### config.mk
export PLATFORM = sky130hd
export DESIGN_NAME = load_store_unit
export DESIGN_NICKNAME = d
export VERILOG_FILES = /design/src/rtl/lsu_pkg.sv /design/src/rtl/load_extend.sv /design/src/rtl/load_store_unit.sv
export SDC_FILE = /design/constraint.sdc
export NUM_CORES = 1
export LEC_CHECK = 0
export CELL_PAD_IN_SITES_DETAIL_PLACEMENT = 1
export CELL_PAD_IN_SITES_GLOBAL_PLACEMENT = 1
export CORE_UTILIZATION = 49
export CTS_CLUSTER_DIAMETER = 150
export DETAILED_ROUTE_END_ITERATION = 8
export DONT_BUFFER_PORTS = 1
export PLACE_DENSITY = 0.86
export SYNTH_ARGS = -nofsm -noshare
export SYNTH_HDL_FRONTEND = slang
export SYNTH_SLANG_ARGS = --single-unit
export TNS_END_PERCENT = 5
### constraint.sdc
create_clock -name clk_i -period 3.3 [get_ports clk_i]
set_clock_uncertainty 0.05 [all_clocks]
set_input_delay 0.495 -clock clk_i [delete_from_list [all_inputs] [get_ports clk_i]]
set_output_delay 0.495 -clock clk_i [all_outputs]
set_load 0.005 [all_outputs]
### src/rtl/lsu_pkg.sv
// Shared types and constants for the RV32I load/store unit and the decoder.
// Holds the FSM state type, byte-enable encodings and load/store opcodes.
package lsu_pkg;

    typedef enum logic [1:0] {
        IDLE = 2'd0,
        REQ  = 2'd1,
        DONE = 2'd2
    } lsu_state_t;

    localparam logic [3:0] BE_BYTE = 4'b0001;
    localparam logic [3:0] BE_HALF = 4'b0011;
    localparam logic [3:0] BE_WORD = 4'b1111;

    localparam logic [6:0] OPC_LOAD  = 7'b0000011;
    localparam logic [6:0] OPC_STORE = 7'b0100011;

    localparam logic [2:0] F3_LB  = 3'b000;
    localparam logic [2:0] F3_LH  = 3'b001;
    localparam logic [2:0] F3_LW  = 3'b010;
    localparam logic [2:0] F3_LBU = 3'b100;
    localparam logic [2:0] F3_LHU = 3'b101;
    localparam logic [2:0] F3_SB  = 3'b000;
    localparam logic [2:0] F3_SH  = 3'b001;
    localparam logic [2:0] F3_SW  = 3'b010;

    // Misaligned halves/words and unsupported enable patterns never reach the bus.
    function automatic logic access_bad(input logic [3:0] be, input logic [1:0] off);
        logic bad;
        case (be)
            BE_BYTE: bad = 1'b0;
            BE_HALF: bad = off[0];
            BE_WORD: bad = (off != 2'b00);
            default: bad = 1'b1;
        endcase
        return bad;
    endfunction

endpackage

### src/rtl/load_extend.sv
// Aligns a returned bus word to the accessed byte lane and applies
// sign or zero extension for byte, half and word loads.
module load_extend
    import lsu_pkg::*;
(
    input  logic [31:0] word_i,
    input  logic [1:0]  offset_i,
    input  logic [3:0]  byte_en_i,
    input  logic        zero_ext_i,
    output logic [31:0] data_o
);

    logic [31:0]        shifted;
    logic signed [7:0]  byte_s;
    logic signed [15:0] half_s;

    assign shifted = word_i >> {offset_i, 3'b000};
    assign byte_s  = shifted[7:0];
    assign half_s  = shifted[15:0];

    always_comb begin
        data_o = shifted;
        case (byte_en_i)
            BE_BYTE: data_o = zero_ext_i ? {24'b0, shifted[7:0]} : 32'(byte_s);
            BE_HALF: data_o = zero_ext_i ? {16'b0, shifted[15:0]} : 32'(half_s);
            default: data_o = shifted;
        endcase
    end

endmodule

### src/rtl/load_store_unit.sv
// Memory-access stage: drives a req/ack data bus with lane-shifted enables
// and data, returns extended load data and stalls the pipeline while busy.
module load_store_unit
    import lsu_pkg::*;
#(
    parameter int TIMEOUT_CYCLES = 16
) (
    input  logic        clk_i,
    input  logic        rst_i,
    input  logic        req_valid_i,
    input  logic        mem_wr_en_i,
    input  logic [3:0]  byte_en_i,
    input  logic [2:0]  funct3_i,
    input  logic [31:0] addr_i,
    input  logic [31:0] wr_data_i,
    output logic        bus_req_o,
    output logic        bus_we_o,
    output logic [31:0] bus_addr_o,
    output logic [3:0]  bus_be_o,
    output logic [31:0] bus_wdata_o,
    input  logic        bus_ack_i,
    input  logic [31:0] bus_rdata_i,
    output logic        busy_o,
    output logic        done_o,
    output logic [31:0] load_data_o,
    output logic        misaligned_o,
    output logic        bus_err_o
);

    localparam int CNT_W = $clog2(TIMEOUT_CYCLES + 1);

    lsu_state_t       state_q, state_d;
    logic [CNT_W-1:0] cnt_q;
    logic             mis_q, err_q, we_q;

    logic [31:0] addr_p1, wdata_p1, rdata_p2;
    logic [3:0]  be_p1, be_raw_p1;
    logic        zext_p1;

    logic        accept, bad_access, timeout_hit, in_req, in_done;
    logic [31:0] ext_data;
    logic        unused_f3;

    assign unused_f3   = ^funct3_i[1:0];
    assign accept      = (state_q == IDLE) && req_valid_i;
    assign bad_access  = access_bad(byte_en_i, addr_i[1:0]);
    assign timeout_hit = (state_q == REQ) && !bus_ack_i &&
                         (cnt_q == CNT_W'(TIMEOUT_CYCLES - 1));

    always_comb begin
        state_d = state_q;
        case (state_q)
            IDLE:    if (req_valid_i) state_d = bad_access ? DONE : REQ;
            REQ:     if (bus_ack_i || timeout_hit) state_d = DONE;
            DONE:    state_d = IDLE;
            default: state_d = IDLE;
        endcase
    end

    always_ff @(posedge clk_i or posedge rst_i) begin
        if (rst_i) begin
            state_q <= IDLE;
            cnt_q   <= '0;
            mis_q   <= 1'b0;
            err_q   <= 1'b0;
            we_q    <= 1'b0;
        end else begin
            state_q <= state_d;
            if (accept) begin
                cnt_q <= '0;
                mis_q <= bad_access;
                err_q <= 1'b0;
                we_q  <= mem_wr_en_i;
            end else if (state_q == REQ && !bus_ack_i) begin
                cnt_q <= cnt_q + 1'b1;
                if (timeout_hit) err_q <= 1'b1;
            end
        end
    end

    // Request latch (p1) on accept; read data capture (p2) on ack.
    always_ff @(posedge clk_i) begin
        if (accept) begin
            addr_p1   <= addr_i;
            be_raw_p1 <= byte_en_i;
            be_p1     <= byte_en_i << addr_i[1:0];
            wdata_p1  <= wr_data_i << {addr_i[1:0], 3'b000};
            zext_p1   <= funct3_i[2];
        end
        if (state_q == REQ && bus_ack_i) begin
            rdata_p2 <= bus_rdata_i;
        end
    end

    load_extend u_load_extend (
        .word_i     (rdata_p2),
        .offset_i   (addr_p1[1:0]),
        .byte_en_i  (be_raw_p1),
        .zero_ext_i (zext_p1),
        .data_o     (ext_data)
    );

    assign in_req  = (state_q == REQ);
    assign in_done = (state_q == DONE);

    // Bus outputs come straight from registers, gated to zero outside REQ.
    assign bus_req_o   = in_req;
    assign bus_we_o    = in_req & we_q;
    assign bus_addr_o  = in_req ? {addr_p1[31:2], 2'b00} : 32'b0;
    assign bus_be_o    = in_req ? be_p1 : 4'b0;
    assign bus_wdata_o = in_req ? wdata_p1 : 32'b0;

    assign busy_o       = (state_q != IDLE);
    assign done_o       = in_done;
    assign misaligned_o = in_done & mis_q;
    assign bus_err_o    = in_done & err_q;
    assign load_data_o  = (in_done && !we_q && !mis_q && !err_q) ? ext_data : 32'b0;

endmodule

==> out/results.ini, run 1 <==
[clock_tree]
cts_tree=done
path_clk_slew_ps=60
cts_root_buf=clkbuf_8
clock-sinks=115
clk_latency_ps=520
cts_inserted_buffers=17
clock_path_buffers=2
cts-htree-levels=4
post_cts_buffers=0

[critical_path]
endpoint_kind=output port
start_kind=register
critPathMaxFanout=18
r2r-start=state_q[1]
crit_path_start=state_q[1]
crit_path_end=load_data_o[21]
worstPathArrival_ps=2570
rr_endpoint=addr_p1[7]
critPathKind=register to output port
reg2reg_slack_ps=1190
rr_worst_depth=4
worstPathRequired_ps=2750

[sta]
fin_crit_ps=3120
period_share_pct=94.5
hold_violations=0
slew_headroom_pct=39.4
holdWs_ps=38.3
max_freq_mhz=321
setup_viol=0
worst_slew_pin_slew_ps=907
tns_ps=0
slew_violations=0
rsz0062_at_grt=no

[synth]
synth_cell_types=42
synth_top_area_share_pct=57.9
ys_ff_latch=115
yosys_warnings=0
netlist_instances=441
ys_top_cells_by_area=edfxtp_1 (58%), and2_1 (10%), mux2i_1 (6.4%), dfrtp_1 (4.6%), a211oi_1 (3.3%)
syn-cell-area_um2=5450
ys_seq_area_share_pct=62.4
syn_avg_cell_area_um2=12.4
yosysTopAreaCell=edfxtp_1

[cells_and_area]
final_common_cell=edfxtp_1
fillers=1059
final_layout_size_suffix_gt1_share_pct=9.20
antenna_cells=0
synthToLayoutAreaGrowth_pct=27.0
nNetsFinal=619
layout_common_cells=edfxtp_1 (105), and2_1 (87), dlygate4sd3_1 (70), mux2i_1 (35), o21ai_0 (30)

[drt]
dr_total_vias=3776
routed_via_density=5.70
drc=0
drtIter0Drc=191
drtAntennaViolNets=0
dr.pass1.iters=4
wl_per_cell_um=22.4
wirelength_mm=14.8

[floorplan]
num_rows=38
dieArea_um2=11500
io_pins=214
die_x_um=107
start_util_pct=50.3
die_h_um=107
fp.coreArea_um2=10800

[status]
status=finished clean

[placement]
port_buffers=0
dp_hpwl_mm=9.51
gp_congestion=0.770

[power_and_ir_drop]
power.density_nw_per_um2=588
leakage_nw=2.63
ir_worst_vdd_v=0.000574

[global_route]
track_usage_pct=26.2
grt_pass1_wl_mm=22.0
grt_max_degree=57
grt_pass1_vias=4064
grt_antenna_before_repair=0
grt_overflow=0

[hold_path]
min_path_type=primary input to register

[flow_run]
drv_cap=0

## Yosys cell counts
| library cell | n |
|---|---|
| a211oi_1 | 24 |
| a21o_1 | 9 |
| a21oi_1 | 18 |
| a22o_1 | 2 |
| a31oi_1 | 1 |
| and2_1 | 87 |
| and3_1 | 1 |
| buf_1 | 7 |
| buf_2 | 5 |
| buf_4 | 2 |
| buf_6 | 1 |
| clkbuf_1 | 13 |
| clkbuf_2 | 1 |
| conb_1 | 1 |
| dfrtp_1 | 10 |
| edfxtp_1 | 105 |
| ha_1 | 2 |
| inv_1 | 4 |
| mux2_2 | 1 |
| mux2i_1 | 35 |
| nand2_1 | 16 |
| nand2_2 | 1 |
| nand3_1 | 2 |
| nand3b_1 | 1 |
| nand4b_1 | 2 |
| nor2_1 | 25 |
| nor2b_1 | 20 |
| nor3_1 | 1 |
| nor3b_1 | 1 |
| nor4b_2 | 1 |
| nor4bb_1 | 1 |
| o21ai_0 | 30 |
| o221ai_1 | 1 |
| o2bb2ai_1 | 1 |
| or2_0 | 1 |
| or2_2 | 1 |
| or3_1 | 2 |
| or3b_2 | 1 |
| or3b_4 | 1 |
| or4b_1 | 1 |
| xnor2_1 | 1 |
| xor2_1 | 1 |
## layer usage
layer	vias to the layer above	track usage, %	wire, µm
li1	1724	-	-
met1	1862	28.0	5600
met2	173	47.0	7800
met3	17	10.6	1230
met4	0	8.02	197
met5	-	0	0
## cell type report
cell class / instances / area (µm²) / share of cell area [%]
Tap cell: 140 / 175 / 2.53
Timing Repair Buffer: 77 / 766 / 11.1
Sequential cell: 115 / 3400 / 49.2
Clock inverter: 15 / 233 / 3.36
Multi-Input combinational cell: 294 / 1910 / 27.7
Inverter: 4 / 15.0 / 0.217
Clock buffer: 17 / 414 / 5.98
## how the worst min path moves through the flow
stage                 from  depth (start not counted)       end
2_1_floorplan        rst_i                          1  cnt_q[0]
3_3_place_gp         rst_i                          1     mis_q
3_5_place_dp         rst_i                          1     mis_q
4_1_cts        mem_wr_en_i                          2      we_q
5_1_grt        mem_wr_en_i                          2      we_q
6_report       mem_wr_en_i                          2      we_q
## report_power, final
part,internal (W),switching (W)
Sequential,0.00171,0.0000380
Combinational,0.000145,0.000187
Clock,0.00131,0.000682
## through the flow
| step | cell area, µm² | std cells | setup slack (ps) | utilization [%] | total power (W) |
|---|---|---|---|---|---|
| floorplan | 5450 | 442 | 561 | - | 0.00197 |
| global placement | 5570 | 560 | 814 | 51.4 | 0.00201 |
| detailed placement | 5570 | 560 | 668 | 51.4 | 0.00203 |
| CTS | 6920 | 662 | 97.1 | 63.8 | 0.00410 |
| global route | 6920 | 662 | 16.9 | 63.8 | 0.00419 |
| finish | 6920 | 662 | 183 | 63.8 | 0.00407 |
## registers in the layout, summed over array words and instances, names as in the netlist
register	count
be_p1	4
zext_p1	1
cnt_q	5
mis_q	1
addr_p1	32
be_raw_p1	4
err_q	1
state_q	2
rdata_p2	32
wdata_p1	32
we_q	1
## logic make-up after synthesis
family / synth area share, %
buffers and inverters: 2.69
other: 0.0688
AND/OR/NAND/NOR: 17.7
multiplexers: 6.63
flip-flops: 62.4
XOR/XNOR: 0.321
AO/OA/AOI/OAI: 9.71
adder cells (fa/ha/maj): 0.459
## what timing repair did
action                                  4_1_cts  5_1_grt
resized for setup                             0        1
endpoints found under the setup margin        0        8
hold buffers                                 70        0
endpoints found under the hold margin        79        0
## critical path, cell delays in order, from the launching register on
cell	delay, ps
dfrtp_1	450
nor2b_1	410
nand2_2	80
buf_4	220
or4b_1	700
o21ai_0	200
Note: power is estimated with default switching activity, not from simulation.
==> run 2: changes to the inputs <==
CAP_MARGIN = 15   (was default)
CORE_UTILIZATION = 51   (was 49)
CTS_BUF_LIST = sky130_fd_sc_hd__clkbuf_2 sky130_fd_sc_hd__clkbuf_4 sky130_fd_sc_hd__clkbuf_8   (was default)
PLACE_DENSITY = 0.88   (was 0.86)
==> run 2 against run 1 <==
Worst setup slack improved by 160 ps. Sequential power barely moved. Largest cell class unchanged. Clock power fell by 43%. Global-route usage fell by 2.1 points. Wire length fell by 12%. Cell count fell by 11%.
==> out/results.ini, run 2 (same netlist as run 1, synthesis figures left out) <==
[critical_path]
endpoint_kind=output port
critPathMaxFanout=18  ; unchanged
worstPathArrival_ps=2410  ; -160 ps
critPathKind=register to output port
worstPathRequired_ps=2750  ; about the same
start_kind=register

[clock_tree]
clock-sinks=115  ; unchanged
cts-htree-levels=4  ; unchanged
cts_tree=done
clk_latency_ps=420  ; -100 ps
cts_inserted_buffers=17  ; unchanged
path_clk_slew_ps=70  ; about the same
clock_path_buffers=2  ; unchanged
cts_root_buf=clkbuf_8

[placement]
gp_congestion=0.850  ; +10%
place_inst=557  ; -0.54%
dp_hpwl_mm=9.33  ; -1.8%
place_ws_ps=794  ; +125 ps
port_buffers=0  ; unchanged

[drt]
routed_via_density=5.81  ; +1.9%
drc=0  ; unchanged
wirelength_mm=13.0  ; -12%
dr.pass1.iters=4  ; unchanged
drtIter0Drc=179  ; -6.3%
drtAntennaViolNets=0  ; unchanged
wl_per_cell_um=22.0  ; -1.6%
dr_total_vias=3429  ; -9.2%

[flow_run]
drv_cap=0  ; unchanged

[floorplan]
fp.coreArea_um2=10300  ; -4.8%
die_h_um=105  ; -1.9%
io_pins=214  ; unchanged
start_util_pct=52.8  ; +2.5 points
dieArea_um2=11100  ; -3.9%
num_rows=37  ; -2.6%
die_x_um=105  ; -1.9%

[sta]
rsz0062_at_grt=no
setup_slack_ps=341  ; +158 ps
max_freq_mhz=338  ; +5.4%
slew_headroom_pct=46.3  ; +6.9 points
hold_violations=0  ; unchanged
setup_viol=0  ; unchanged
fin_crit_ps=2960  ; -158 ps
worst_slew_pin_slew_ps=804  ; -103 ps
tns_ps=0  ; unchanged
slew_violations=0  ; unchanged
period_share_pct=89.7  ; -4.8 points

[power_and_ir_drop]
p_sw_share_pct=22.9  ; +0.64 points
ir_worst_vdd_v=0.000437  ; -24%
power.density_nw_per_um2=529  ; -10%
power.share.sequential_pct=55.4  ; +12 points
power_frac_clock_pct=36.4  ; -13 points
combPwrFrac_pct=8.2  ; about the same
netSwitchingPower_w=0.000720  ; -21%
p_int_w=0.00242  ; -23%
leakage_nw=2.24  ; -15%

[cells_and_area]
synthToLayoutAreaGrowth_pct=8.86
final_layout_size_suffix_gt1_share_pct=10.6  ; +1.4 points
nNetsFinal=551  ; -11%
final_cells=590  ; -11%
layout_common_cells=edfxtp_1 (105), and2_1 (87), mux2i_1 (35), o21ai_0 (30), nor2_1 (25)
multi_input_area_um2=1910  ; -0.13%
top_regs=addr_p1 x32, rdata_p2 x32, wdata_p1 x32
regArea_um2=3400  ; unchanged
antenna_cells=0  ; unchanged
finalCoreUtilization_pct=57.5  ; -6.4 points
fillers=1045  ; -1.3%
final_common_cell=edfxtp_1

[global_route]
gr-usage-met3_pct=11.0  ; +0.41 points
grt_max_degree=68  ; +19%
met2_usage_pct=42.4  ; -4.6 points
grt_pass1_wl_mm=19.8  ; -10%
track_usage_pct=24.1  ; -2.1 points
grt_busiest_layer=met2
use_met1_pct=25.4  ; -2.7 points
grt_pass1_vias=3621  ; -11%
grt_antenna_before_repair=0  ; unchanged
grt_overflow=0  ; unchanged

[hold_path]
min_path_type=primary input to register

[status]
status=finished clean

==> run 2: cell count changes in the layout (fill, tap and decap cells not counted), sizes merged <==
cell         previous run  this run
buf                     7         8
bufinv                  5         0
clkbuf                 17        26
clkinv                  5         6
clkinvlp                4         0
dlygate4sd3            70         1
inv                     5         4
==> run 2: through the flow <==
stage / hold slack, ps / total power, W / instance area [µm²]
floorplan: 285 / 0.00197 / 5450
global placement: 329 / 0.00201 / 5570
detailed placement: 336 / 0.00203 / 5570
CTS: 78.8 / 0.00317 / 5930
global route: 74.7 / 0.00325 / 5930
finish: 112 / 0.00314 / 5930
==> run 2: metal layers <==
metal,vias up,wire length [µm],share of wire [%]
met5,-,0,0
met4,0,193,1.5
met3,14,1190,9.1
met2,149,6720,52
met1,1684,4900,38
li1,1582,-,-
==> run 2: layout make-up <==
cell class	count	area share (%)
clock buffers	26	5.40
clock inverters	6	0.506
inverters	4	0.253
multi-input cells	294	32.2
flip-flops and latches	115	57.4
well taps	136	2.87
repair buffers	9	1.39
==> run 2: final timing paths <==
check / from / to / slack (ps) / depth (start not counted)
max in group asynchronous: rst_i / cnt_q[3] / 2460 / 2
worst max register to register: state_q[1] / addr_p1[26] / 1190 / 4
min in group asynchronous: rst_i / mis_q / 450 / 2
worst min-delay path: addr_i[20] / addr_p1[20] / 110 / 0
worst max-delay path: we_q / load_data_o[19] / 340 / 4
worst min register to register: mis_q / mis_q / 460 / 2
==> run 2: what timing repair did <==
| action | CTS | global route |
|---|---|---|
| buffers inserted | 0 | 0 |
| endpoints found under the hold margin | 10 | 0 |
| resized for setup | 0 | 0 |
| hold buffers | 1 | 0 |
==> run 2: power by group through the flow <==
stage                     clock, W  combinational, W  sequential [W]
after floorplan                  0          0.000211         0.00176
after global placement           0          0.000245         0.00177
after detailed placement         0          0.000259         0.00177
after CTS                  0.00117          0.000261         0.00174
after global routing       0.00121          0.000286         0.00175
final                      0.00114          0.000257         0.00174
==> run 2: worst max-delay path: stages, from the launching register on <==
cell     delay (ps)
dfrtp_1         390
nor3_1          330
nand2_2         320
or4b_1          740
o21ai_0         200
